$ cat src/rtl/cont_servo_pwm_pkg.sv
// Shared constants, types and the speed-to-width map
// for the continuous-servo PWM stage.
package cont_servo_pkg;

  typedef logic [11:0] servo_width_t;

  localparam servo_width_t SERVO_MIN_US  = 12'd1000;
  localparam servo_width_t SERVO_CTR_US  = 12'd1500;
  localparam servo_width_t SERVO_MAX_US  = 12'd2000;
  localparam servo_width_t SERVO_STEP_US = 12'd4;

  // Signed 12-bit math: the raw range 988..2008 fits without overflow.
  function automatic servo_width_t speed_to_width(
    input logic signed [7:0] speed
  );
    logic signed [11:0] s;
    logic signed [11:0] w;
    s = {{4{speed[7]}}, speed};
    w = $signed(SERVO_CTR_US) + s * $signed(SERVO_STEP_US);
    if (w < $signed(SERVO_MIN_US)) begin
      return SERVO_MIN_US;
    end
    if (w > $signed(SERVO_MAX_US)) begin
      return SERVO_MAX_US;
    end
    return servo_width_t'(w);
  endfunction

endpackage

$ cat src/rtl/cont_servo_pwm_if.sv
// Speed-command handshake between firmware bridge and
// the servo PWM stage.
interface cont_servo_pwm_if;

  logic       CMD_VALID;
  logic       CMD_READY;
  logic       CMD_CH;
  logic [7:0] CMD_SPEED;

  modport master (
    output CMD_VALID,
    output CMD_CH,
    output CMD_SPEED,
    input  CMD_READY
  );

  modport slave (
    input  CMD_VALID,
    input  CMD_CH,
    input  CMD_SPEED,
    output CMD_READY
  );

endinterface

$ cat src/rtl/cont_servo_pwm_chan.sv
// One servo channel: double-buffered width and the
// registered frame-position compare.
module servo_pwm_chan
  import cont_servo_pkg::*;
#(
  parameter int FR_W = 15
) (
  input  logic         clk,
  input  logic         rst,
  input  logic [FR_W-1:0] fr_cnt,
  input  logic         load,
  input  logic         force_ctr,
  input  logic         en,
  input  logic         wr_en,
  input  servo_width_t wr_w,
  output logic         pwm
);

  localparam int CW = (FR_W > 12) ? FR_W : 12;

  servo_width_t shadow_w;
  servo_width_t active_w;
  servo_width_t next_w;

  // A write or a watchdog force landing on the load edge
  // is forwarded so it lands in the frame that is starting.
  always_comb begin
    next_w = shadow_w;
    if (wr_en) begin
      next_w = wr_w;
    end else if (force_ctr) begin
      next_w = SERVO_CTR_US;
    end
  end

  always_ff @(posedge clk) begin
    if (rst) begin
      shadow_w <= SERVO_CTR_US;
      active_w <= SERVO_CTR_US;
      pwm      <= 1'b0;
    end else begin
      shadow_w <= next_w;
      if (load) begin
        active_w <= next_w;
      end
      pwm <= en && (CW'(fr_cnt) < CW'(active_w));
    end
  end

endmodule

$ cat src/rtl/cont_servo_pwm.sv
// Dual 50 Hz servo PWM generator with double-buffered
// speed commands and a frame watchdog.
module cont_servo_pwm
  import cont_servo_pkg::*;
#(
  parameter int TICKS_PER_US = 100,
  parameter int FRAME_US     = 20000,
  parameter int WDOG_FRAMES  = 25
) (
  input  logic        FAB_CLK,
  input  logic        FAB_RESET,
  input  logic        ENABLE,
  cont_servo_pwm_if.slave cmd,
  output logic [1:0]  SERVO_PWM,
  output logic        FRAME_TICK,
  output logic        WDOG_TRIP
);

  localparam int US_W =
    (TICKS_PER_US > 1) ? $clog2(TICKS_PER_US) : 1;
  localparam int FR_W = $clog2(FRAME_US);
  localparam int WD_W = $clog2(WDOG_FRAMES + 1);

  logic [US_W-1:0] us_cnt;
  logic [FR_W-1:0] fr_cnt;
  logic [WD_W-1:0] wd_cnt;
  logic            us_tick;
  logic            frame_start;
  logic            ready;
  logic            accept;
  logic            wd_hit;
  logic            active_en;
  logic [1:0]      wr_en;
  servo_width_t    cmd_w;

  assign us_tick =
    (us_cnt == US_W'(TICKS_PER_US - 1));
  assign frame_start =
    us_tick && (fr_cnt == FR_W'(FRAME_US - 1));
  assign accept = cmd.CMD_VALID && ready;
  // Any accepted command, either channel, feeds the watchdog.
  assign wd_hit = frame_start && !accept &&
    (wd_cnt >= WD_W'(WDOG_FRAMES - 1));
  assign cmd_w = speed_to_width(cmd.CMD_SPEED);
  assign wr_en = {accept && cmd.CMD_CH,
                  accept && !cmd.CMD_CH};
  assign cmd.CMD_READY = ready;

  always_ff @(posedge FAB_CLK) begin
    if (FAB_RESET) begin
      us_cnt     <= '0;
      fr_cnt     <= '0;
      wd_cnt     <= '0;
      active_en  <= 1'b0;
      ready      <= 1'b0;
      FRAME_TICK <= 1'b0;
      WDOG_TRIP  <= 1'b0;
    end else begin
      us_cnt <= us_tick ? '0 : us_cnt + 1'b1;
      if (us_tick) begin
        fr_cnt <= (fr_cnt == FR_W'(FRAME_US - 1))
          ? '0 : fr_cnt + 1'b1;
      end
      FRAME_TICK <= frame_start;
      ready      <= !frame_start;
      if (frame_start) begin
        active_en <= ENABLE;
      end
      if (accept) begin
        wd_cnt    <= '0;
        WDOG_TRIP <= 1'b0;
      end else if (wd_hit) begin
        wd_cnt    <= WD_W'(WDOG_FRAMES);
        WDOG_TRIP <= 1'b1;
      end else if (frame_start) begin
        wd_cnt <= wd_cnt + 1'b1;
      end
    end
  end

  for (genvar i = 0; i < 2; i++) begin : g_chan
    servo_pwm_chan #(
      .FR_W(FR_W)
    ) u_chan (
      .clk      (FAB_CLK),
      .rst      (FAB_RESET),
      .fr_cnt   (fr_cnt),
      .load     (frame_start),
      .force_ctr(wd_hit),
      .en       (active_en),
      .wr_en    (wr_en[i]),
      .wr_w     (cmd_w),
      .pwm      (SERVO_PWM[i])
    );
  end

endmodule

$ cat src/flat_wrapper.sv
// flat-port wrapper written by rule: the top's interface ports become plain ports
module cont_servo_pwm_flat import cont_servo_pkg::*;
#(
  parameter int TICKS_PER_US = 100,
  parameter int FRAME_US     = 20000,
  parameter int WDOG_FRAMES  = 25
)
  (FAB_CLK, FAB_RESET, ENABLE, SERVO_PWM, FRAME_TICK, WDOG_TRIP, cmd_CMD_VALID, cmd_CMD_CH, cmd_CMD_SPEED, cmd_CMD_READY);
  cont_servo_pwm_if cmd_i ();
  input  logic FAB_CLK;
  input  logic FAB_RESET;
  input  logic ENABLE;
  output logic [1:0] SERVO_PWM;
  output logic FRAME_TICK;
  output logic WDOG_TRIP;
  input wire logic [$bits(cmd_i.CMD_VALID)-1:0] cmd_CMD_VALID;
  input wire logic [$bits(cmd_i.CMD_CH)-1:0] cmd_CMD_CH;
  input wire logic [$bits(cmd_i.CMD_SPEED)-1:0] cmd_CMD_SPEED;
  output wire logic [$bits(cmd_i.CMD_READY)-1:0] cmd_CMD_READY;
  assign cmd_i.CMD_VALID = cmd_CMD_VALID;
  assign cmd_i.CMD_CH = cmd_CMD_CH;
  assign cmd_i.CMD_SPEED = cmd_CMD_SPEED;
  assign cmd_CMD_READY = cmd_i.CMD_READY;
  cont_servo_pwm #(.TICKS_PER_US(TICKS_PER_US), .FRAME_US(FRAME_US), .WDOG_FRAMES(WDOG_FRAMES)) u_core (.FAB_CLK(FAB_CLK), .FAB_RESET(FAB_RESET), .ENABLE(ENABLE), .cmd(cmd_i), .SERVO_PWM(SERVO_PWM), .FRAME_TICK(FRAME_TICK), .WDOG_TRIP(WDOG_TRIP));
endmodule
$ cat config.mk
export PLATFORM = sky130hd
export DESIGN_NAME = cont_servo_pwm_flat
export DESIGN_NICKNAME = d
export VERILOG_FILES = /design/src/rtl/cont_servo_pwm_pkg.sv /design/src/rtl/cont_servo_pwm_if.sv /design/src/rtl/cont_servo_pwm_chan.sv /design/src/rtl/cont_servo_pwm.sv /design/src/flat_wrapper.sv
export SDC_FILE = /design/constraint.sdc
export NUM_CORES = 1
export LEC_CHECK = 0
export ABC_AREA = 1
export BUFFER_PORTS_ARGS = -buffer_cell sky130_fd_sc_hd__buf_4
export CAP_MARGIN = 20
export CELL_PAD_IN_SITES_DETAIL_PLACEMENT = 1
export CELL_PAD_IN_SITES_GLOBAL_PLACEMENT = 2
export CORE_MARGIN = 1.5
export CORE_UTILIZATION = 27
export CTS_BUF_LIST = sky130_fd_sc_hd__clkbuf_4 sky130_fd_sc_hd__clkbuf_8
export CTS_CLUSTER_DIAMETER = 50
export DETAILED_ROUTE_END_ITERATION = 6
export PLACE_DENSITY_LB_ADDON = 0.15
export SYNTH_ARGS = -nofsm -noshare
export SYNTH_HDL_FRONTEND = slang
export SYNTH_SLANG_ARGS = --single-unit
$ cat constraint.sdc
create_clock -name FAB_CLK -period 1.6 [get_ports FAB_CLK]
set_input_delay 0.24 -clock FAB_CLK [delete_from_list [all_inputs] [get_ports FAB_CLK]]
set_output_delay 0.24 -clock FAB_CLK [all_outputs]
set_load 0.1 [all_outputs]
== Yosys cells after proc, flatten, opt, wreduce, memory -nomap -nowiden ==
Index checks and enable logic that the tools add are counted.
Storage, ports and cells
  register bits: 81
  output and inout port bits: 5
Operators by class
  $add $sub $neg: 4
  magnitude comparators: 5
  equality and inequality tests: 2
  muxes and demuxes: 14
  reduce and logical (&&, ||, !) cells: 15
Operator list (number)
  12-bit two-way mux: 8
  15-bit by 12-bit < comparator with 1-bit output: 2
  15-bit by 1-bit adder with 15-bit output, second input constant: 1
  15-bit == test, second input constant: 1
  15-bit two-way mux: 1
  12-bit by 10-bit adder with 12-bit output, first input constant: 1
  12-bit > comparator, second input constant: 1
  12-bit by 11-bit < comparator with 1-bit output, second input constant: 1
  5-bit two-way mux: 2
  1-bit logical AND: 8
  7-bit by 1-bit adder with 7-bit output, second input constant: 1
  7-bit == test, second input constant: 1
  5-bit by 1-bit adder with 5-bit output, second input constant: 1
  5-bit >= comparator, second input constant: 1
  2-bit OR reduction: 2
  1-bit logical NOT: 3
  1-bit two-way mux: 3
  3-bit OR reduction: 1
  2-bit nonzero test: 1

== Logic depth before layout (Yosys ltp) ==
Gate-level depths: netlist (run 1).
  depth in word-level cells: 7
  gate-level depth with buffers: 14
  mapped depth without buffers: 14

== Modules after synthesis ==
A second synthesis (run 1) with hierarchy kept.
Unflattened totals
  cell total of the unflattened synthesis: 647
  area total of the unflattened synthesis: 4533.1 µm²
Modules (own cells, without submodules)
  servo_pwm_chan: instances 2, cells each 181, area an instance 1280.0 µm², sequential area each 500.5 µm²
  cont_servo_pwm: instances 1, cells each 285, area an instance 1973.1 µm², sequential area each 620.6 µm²

== Worst setup path before layout (run 1) ==
No wires, ideal clock.
  path kind: register to register
  start point: reg u_core.ready, in the netlist u_core.cmd.CMD_READY
  end point: reg u_core.g_chan[0].u_chan.active_w[10]
  library setup time: 0.128 ns
  arrival time: 2.146 ns
  required time: 1.472 ns
  slack: -0.674 ns
  cell stages (with the launch flop): 7
  cell sequence: dfxtp_1 > nand2_1 > nor2_1 > inv_1 > clkbuf_1 > o21ai_1 > a22oi_2
On the way
  word-level cells in the longest chain between the ends: 6
Ends and longest elaborated chain
  start, declared: RTL line cont_servo_pwm.sv:29  | logic ready;
  start signal, assigned: RTL line cont_servo_pwm.sv:65  | ready <= !frame_start;
  1-bit logical AND (*): RTL line cont_servo_pwm.sv:40  | assign accept = cmd.CMD_VALID && ready;
  1-bit logical NOT: RTL line cont_servo_pwm.sv:42  | assign wd_hit = frame_start && !accept &&
  1-bit logical AND (2 in series): RTL line cont_servo_pwm.sv:42
  12-bit two-way mux: RTL line cont_servo_pwm_chan.sv:31  | end else if (force_ctr) begin
  12-bit two-way mux (*): RTL line cont_servo_pwm_chan.sv:29  | if (wr_en) begin
  end signal, assigned: RTL line cont_servo_pwm_chan.sv:44  | active_w <= next_w;
  end, declared: RTL line cont_servo_pwm_chan.sv:22  | servo_width_t active_w;
Mark *: on every way between the ends. The rest lies on a longest branch, timed or not.
A chain may end at the register's enable or synchronous reset.

== Worst setup path in the final report (run 1) ==
  start point: reg u_core.us_cnt[0]
  end point: reg u_core.g_chan[1].u_chan.active_w[4]
On the way
  word-level cells in the longest chain between the ends: 6
Ends and longest elaborated chain
  start, declared: RTL line cont_servo_pwm.sv:24  | logic [US_W-1:0] us_cnt;
  start signal, assigned: RTL line cont_servo_pwm.sv:59  | us_cnt <= us_tick ? '0 : us_cnt + 1'b1;
  7-bit == test (*): RTL line cont_servo_pwm.sv:37  | (us_cnt == US_W'(TICKS_PER_US - 1));
  1-bit logical AND (*): RTL line cont_servo_pwm.sv:39  | us_tick && (fr_cnt == FR_W'(FRAME_US - 1));
  1-bit logical AND (2 in series): RTL line cont_servo_pwm.sv:42
  12-bit two-way mux: RTL line cont_servo_pwm_chan.sv:31
  12-bit two-way mux: RTL line cont_servo_pwm_chan.sv:29
  end signal, assigned: RTL line cont_servo_pwm_chan.sv:44
  end, declared: RTL line cont_servo_pwm_chan.sv:22
Marks and branches as above.

==> impl_results.md, run 1 <==
- Drt wl/cell: 14.4 um
- Max Buffers Root-to-Sink: 2
- Worst skew pair latency: 0.38 ns
- Final setup margin: -0.0805 ns
- Failing checks: setup timing
- Die Ht: 126 um
- Number of global-route vias before repair: 4027
- Worst R2R Setup Slack: -0.08 ns
- Final period util: 105%
- Distinct cell type count after synthesis: 38
- CP arrival: 2.00 ns
- Unrepaired setup endpoints after global routing: true
- Fin cells: 820
- Post-synth EDFFs: 0
- Routed wire length: 11800 um
- Placer Congestion: 0.793
- Reg2Reg Depth: 10
- WHS Endpoint: u_core.active_en
- Power Total: 0.00390 W
- Final hold viol count: 0
- Ys Warns: 0
- Post-route DRC: 0
- Ys async rst share: 0%
- Worst slack, placed: -0.333 ns
- Vias: 3829
- PD cells: 689 nW/um^2
- Synth Flop Type: dfxtp_1
- Clock Sinks: 81
- Port Buffer Count: 17
- Clock share of power: 38.1%
- Final setup fails: 24
- Max cap viols: 0
- Worst slew pin tran: 0.511 ns
- Post-synthesis register bit count: 81
- Hold buffers post-CTS: 0
- First-pass GRT wire length: 19500 um
- Top Ports: 18
- DP Cell Count: 798
- Worst Hold Path Cells: 3
- Most frequent cells in the layout: nand2_1 (100), buf_4 (82), inv_1 (75)
- Leak: 2.52 nW
- Starting density of the core: 27.8%
- Via-to-Cell Ratio: 4.67
- Synthesized area: 4070 sq um
- Fillers: 1782
- Min Hold Slack: 0.0637 ns
- GRT Total Usage: 15.8%
- Hold/Removal Path Class: in2reg
- Largest net degree at the start of global routing: 20
- Layout cells sized above 1: 33.8%
- Floorplan Core Area: 14600 sq um
- Peak supply drop: 0.330 mV
- Crit start category: flop
- Final ANT Viol Nets: 0
- Highest clock rate: 595 MHz
- Post-Synthesis Cells: 535
- Die width: 126 um
- GRT overflow: 0
- Initial DRC Count: 80
- CP max FO: 6
- Area delta synth->final: 39.1%
- Sw Share: 28.7%
- DR pass1 iterations: 6
- # nets final: 671
- Area after DPL: 5010 sq um
- Clock slew at reported path FFs: 0.10 ns
- Status: finished with violations
- H-tree depth: 3
- Final min period: 1.68 ns
- Antenna violations before repair: 0
- Crit Path Category: reg2reg
- Switch Pwr: 0.00112 W
- Post-DP HPWL: 9060 um
- Hold Path Origin: ENABLE
- CTS tree: yes
- Syn nets: 575
- Crit path required time: 1.92 ns
- Seq/Total Area, Yosys: 39.8%
- Final instance area: 5670 sq um
- Combinational Power Share: 9.4%
- P_int: 0.00278 W
- Row cnt: 44
- Syn avg cell area: 7.61 sq um
- Critical Path End Type: flop
- ANT cells: 0
- Sequential fraction of design power: 52.5%
- Skew final: 0.0117 ns
- Num CTS Buffers: 9
- Clock root cell: clkbuf_8
- Slew Viols, Final: 0
- Commonest non-fill, non-tap cell in the layout: nand2_1
- R2r endpoint: u_core.g_chan[1].u_chan.active_w[4]
- R2R Path Start: u_core.us_cnt[0]
- Normalized max-slew margin: 65.8%
- Die footprint: 15800 sq um
==> worst max-delay path by stage <==
stage                               startpoint                                   end  slack, ns  depth (start not counted)
after floorplan           u_core.cmd.CMD_READY  u_core.g_chan[1].u_chan.active_w[10]      -0.03                          6
after global placement        cmd_CMD_SPEED[0]   u_core.g_chan[0].u_chan.active_w[2]      -0.27                         14
after detailed placement      cmd_CMD_SPEED[0]   u_core.g_chan[0].u_chan.active_w[3]      -0.33                         14
after CTS                     u_core.us_cnt[0]   u_core.g_chan[1].u_chan.active_w[4]      -0.11                         10
after global routing          u_core.us_cnt[0]  u_core.g_chan[1].u_chan.active_w[10]      -0.22                         10
final                         u_core.us_cnt[0]   u_core.g_chan[1].u_chan.active_w[4]      -0.08                         10
==> repair_timing <==
| action | in CTS | in global routing |
|---|---|---|
| cloned | 0 | 1 |
| resized for setup | 34 | 76 |
| buffers inserted | 3 | 4 |
| setup endpoints to repair | 54 | 76 |
| pin swaps | 2 | 17 |
==> power groups by stage <==
stage	sequential, W	clock (W)	combinational (W)
3_3_place_gp	0.00209	0	0.000320
6_report	0.00205	0.00149	0.000367
5_1_grt	0.00205	0.00164	0.000409
3_5_place_dp	0.00210	0	0.000325
4_1_cts	0.00205	0.00157	0.000345
2_1_floorplan	0.00210	0	0.000158
==> layout make-up <==
cell class	count	area, sq um	area share, %
flip-flops and latches	81	1640	28.9
clock buffers	9	124	2.19
well taps	184	230	4.06
clock inverters	7	61.3	1.08
multi-input cells	358	2410	42.5
inverters	82	332	5.85
repair buffers	99	872	15.4
==> through the flow <==
step | utilization, % | setup TNS [ns]
final | 38.7 | -0.853
after global routing | 38.7 | -8.30
after CTS | 36.4 | -1.77
after detailed placement | 34.2 | -8.32
after global placement | 34.2 | -5.80
after floorplan | - | -0.107
==> registers in the layout, indices dropped and copies added, names as in the netlist, 2 cells and up <==
signal and cells:
u_core.g_chan.u_chan.active_w 24, u_core.g_chan.u_chan.shadow_w 24, u_core.fr_cnt 15, u_core.g_chan.u_chan.pwm 2, u_core.wd_cnt 5, u_core.us_cnt 7
==> Yosys cell counts, types with 4 or more instances <==
master	count	area [sq um]
dfxtp_1	81	1620
a21oi_1	32	160
nand2_1	115	432
clkbuf_1	5	18.8
nand3_1	44	220
buf_4	5	37.5
ha_1	27	338
o21ai_1	4	20.0
a22oi_2	5	62.6
o21ai_0	14	70.1
nor2_1	42	158
nor3_1	10	50.1
nand3b_1	10	75.1
nand4_1	12	75.1
xor2_1	5	43.8
inv_1	79	297
o22ai_1	5	31.3
nor3b_1	5	37.5
==> logic make-up (layout without fill, tap and decap cells) <==
| family | after synthesis | after routing | share of synthesized area, % |
|---|---|---|---|
| and+or+nand+nor | 251 | 251 | 29.6 |
| buffers and inverters | 96 | 197 | 9.95 |
| DFF | 81 | 81 | 39.8 |
| AOI/OAI and AO/OA | 73 | 73 | 10.8 |
| adders and majority gates | 27 | 27 | 8.29 |
| xor gates and xnor gates | 7 | 7 | 1.50 |
==> metal layers <==
metal	global-route usage, %	wire [um]	vias up
met4	6.22	214	0
li1	-	-	1945
met2	28.1	5950	28
met3	2.46	194	16
met5	0	0	-
met1	19.1	5470	1840
==> worst max-delay path, cell delays in order (launching register included) <==
cell	delay, ns
dfxtp_2	0.36
ha_4	0.15
nand2_4	0.06
nor4_4	0.19
buf_12	0.17
nand3_4	0.10
buf_6	0.15
nand2_8	0.11
buf_8	0.14
nor2_1	0.05
a21oi_1	0.12
(Power assumes the default switching activity.)
==> inputs of run 2 (changes only) <==
--- a/config.mk
+++ b/config.mk
@@ -16,6 +16,7 @@
 export CTS_CLUSTER_DIAMETER = 50
 export DETAILED_ROUTE_END_ITERATION = 6
 export PLACE_DENSITY_LB_ADDON = 0.15
+export SLEW_MARGIN = 20
 export SYNTH_ARGS = -nofsm -noshare
 export SYNTH_HDL_FRONTEND = slang
 export SYNTH_SLANG_ARGS = --single-unit
==> constraint.sdc (replaced) <==
create_clock -name FAB_CLK -period 1.6 [get_ports FAB_CLK]
set_input_delay 0.32 -clock FAB_CLK [delete_from_list [all_inputs] [get_ports FAB_CLK]]
set_output_delay 0.32 -clock FAB_CLK [all_outputs]
set_load 0.1 [all_outputs]
==> run 2 against run 1 <==
Net effect:
- the flow still finishes with violations (setup timing)
- core utilization grew 2.3 points
- clock power up 9%
- sequential share of layout area decreased by 1.7 points
- combinational power up 8.7%
- largest cell class unchanged
==> impl_results.md, run 2 (synthesis gave the netlist of run 1 again) <==
- Unrepaired setup endpoints after global routing: true
- Final setup margin: -0.159 ns (-0.0789 ns)
- Worst slew pin tran: 0.487 ns (-0.0237 ns)
- Final hold viol count: 0 (unchanged)
- PD cells: 676 nW/um^2 (-1.8%)
- Clock slew at reported path FFs: 0.09 ns (about the same)
- GRT Total Usage: 16.5% (+0.76 points)
- Floorplan Core Area: 14600 sq um (unchanged)
- H-tree depth: 3 (unchanged)
- Die footprint: 15800 sq um (unchanged)
- Worst R2R Setup Slack: -0.16 ns (-0.08 ns)
- ANT cells: 0 (unchanged)
- Max Buffers Root-to-Sink: 2 (unchanged)
- Highest clock rate: 568 MHz (-4.5%)
- Max incr delay on CP: 0.35 ns (about the same)
- Hold/Removal Path Class: in2reg
- First-pass GRT wire length: 20400 um (+4.3%)
- Crit start category: flop
- Antenna violations before repair: 0 (unchanged)
- Largest net degree at the start of global routing: 20 (unchanged)
- Area of the multi-input gates: 2590 sq um (+7.7%)
- Port Buffer Count: 17 (unchanged)
- Row cnt: 44 (unchanged)
- Worst skew pair latency: 0.38 ns (about the same)
- Sw Share: 26.2% (-2.5 points)
- CP arrival: 2.03 ns (+0.03 ns)
- Final ANT Viol Nets: 0 (unchanged)
- Area after DPL: 5020 sq um (about the same)
- Final Util: 41.0% (+2.3 points)
- Num CTS Buffers: 9 (unchanged)
- Power Total: 0.00406 W (+4.1%)
- CTS tree: yes
- Most used cell, CP: o21ai_2
- Clock Sinks: 81 (unchanged)
- Peak supply drop: 0.362 mV (+9.6%)
- Clock root cell: clkbuf_8
- Sequential fraction of design power: 50.4% (-2.1 points)
- Starting density of the core: 27.8% (unchanged)
- Critical path buffer and inverter count: 1 (-2)
- Die width: 126 um (unchanged)
- DR pass1 iterations: 4 (-2)
- Fillers: 1743 (-2.2%)
- # nets final: 678 (+1.0%)
- Most frequent cells in the layout: nand2_1 (83), buf_4 (77), inv_1 (73), dfxtp_1 (73), nor2_1 (32)
- FF+latch area: 1630 sq um (-0.31%)
- Placer Congestion: 0.778 (-1.8%)
- Failing checks: setup timing
- Number of global-route vias before repair: 4095 (+1.7%)
- Family with the most delay on the worst path: simple AND/OR/NAND/NOR gates
- Commonest non-fill, non-tap cell in the layout: nand2_1
- Clock share of power: 39.7% (+1.6 points)
- Max cap viols: 0 (unchanged)
- Crit path required time: 1.87 ns (-0.05 ns)
- Final period util: 110% (+4.9 points)
- Worst slack, placed: -0.386 ns (-0.0538 ns)
- Critical Path End Type: flop
- Hold buffers post-CTS: 0 (unchanged)
- Layout cells sized above 1: 39.5% (+5.7 points)
- Final instance area: 6010 sq um (+6.1%)
- Crit-path cells: ha_1 -> nand3_1 -> nor2_4 -> nand4_4 -> clkbuf_16 -> nand2_8 -> o21ai_2 -> nand2_4 -> o21ai_2
- Critical-path top delay cell: dfxtp_1
- Initial DRC Count: 68 (-15%)
- P_int: 0.00300 W (+7.8%)
- Drt wl/cell: 15.4 um (+6.6%)
- Routed wire length: 12700 um (+7.5%)
- Vias: 3835 (+0.16%)
- CP max FO: 5 (-1)
- Top Ports: 18 (unchanged)
- Skew final: 0.0122 ns (+0.000551 ns)
- Via-to-Cell Ratio: 4.64 (-0.69%)
- Leak: 2.65 nW (+5.1%)
- Post-route DRC: 0 (unchanged)
- Crit Path Category: reg2reg
- Final setup fails: 60 (+150%)
- Die Ht: 126 um (unchanged)
- Normalized max-slew margin: 67.3% (+1.5 points)
- Area delta synth->final: 47.5%
- Post-DP HPWL: 8800 um (-2.9%)
- Combinational Power Share: 9.8% (+0.4 points)
- Switch Pwr: 0.00106 W (-5.0%)
- Largest regs: u_core.g_chan.u_chan.active_w: 24 flops, u_core.g_chan.u_chan.shadow_w: 24 flops, u_core.fr_cnt: 15 flops
- Status: finished with violations
- GRT overflow: 0 (unchanged)
- Slew Viols, Final: 0 (unchanged)
- Final min period: 1.76 ns (+0.0789 ns)
==> run 2: changes by cell type in the layout (fill, tap and decap cells not counted), sizes merged <==
cell / delta
buf: +5
bufinv: +1
clkbuf: +4
clkinvlp: -1
inv: -2
==> run 2: per-layer routing <==
metal / part of all wire (%) / up-vias / GRT usage, % / wire length, um
li1: - / 1956 / - / -
met1: 46 / 1831 / 20.1 / 5790
met2: 50 / 33 / 29.0 / 6410
met3: 2.5 / 15 / 3.74 / 317
met4: 1.5 / 0 / 5.48 / 185
met5: 0 / - / 0 / 0
==> run 2: cell type report <==
cell class,instances,area share [%]
multi-input cells,358,43.2
repair buffers,106,16.9
clock buffers,11,2.41
well taps,184,3.83
flip-flops and latches,81,27.2
clock inverters,5,1.04
inverters,82,5.43
==> run 2: power by group through the flow <==
stage	logic [W]	clock network [W]	registers, W
after floorplan	0.000161	0	0.00210
after global placement	0.000330	0	0.00209
after detailed placement	0.000336	0	0.00210
after CTS	0.000358	0.00168	0.00205
after global routing	0.000441	0.00177	0.00205
final	0.000399	0.00162	0.00205
==> run 2: worst reg2reg max path, delay by kind of cell, from the launching register on <==
family / cells / cell delay [ns]
AO/OA/AOI/OAI: 2 / 0.13
AND/OR/NAND/NOR: 5 / 0.72
buffers and inverters: 1 / 0.24
adder cells (fa/ha/maj): 1 / 0.22
flip-flops: 1 / 0.35
==> run 2: per-stage QoR <==
step,setup TNS (ns),instances,hold WS [ns]
final,-4.91,827,0.139
after global routing,-13.07,827,0.138
after CTS,-1.89,818,0.120
after detailed placement,-9.57,795,0.440
after global placement,-6.74,795,0.432
after floorplan,-0.108,535,0.424
==> run 2: timing repair <==
action                                  4_1_cts  5_1_grt
endpoints found under the setup margin       53       71
resized for setup                            60       98
cloned                                        1        3
pin swaps                                    19       25
setup buffers                                 7        7
==> run 2: worst paths after layout <==
kind	startpoint	endpoint	cells after the start
max	u_core.fr_cnt[0]	u_core.g_chan[1].u_chan.active_w[9]	9
min	ENABLE	u_core.active_en	3
max reg2reg	u_core.fr_cnt[0]	u_core.g_chan[1].u_chan.active_w[9]	9
min reg2reg	u_core.g_chan[0].u_chan.shadow_w[0]	u_core.g_chan[0].u_chan.shadow_w[0]	2
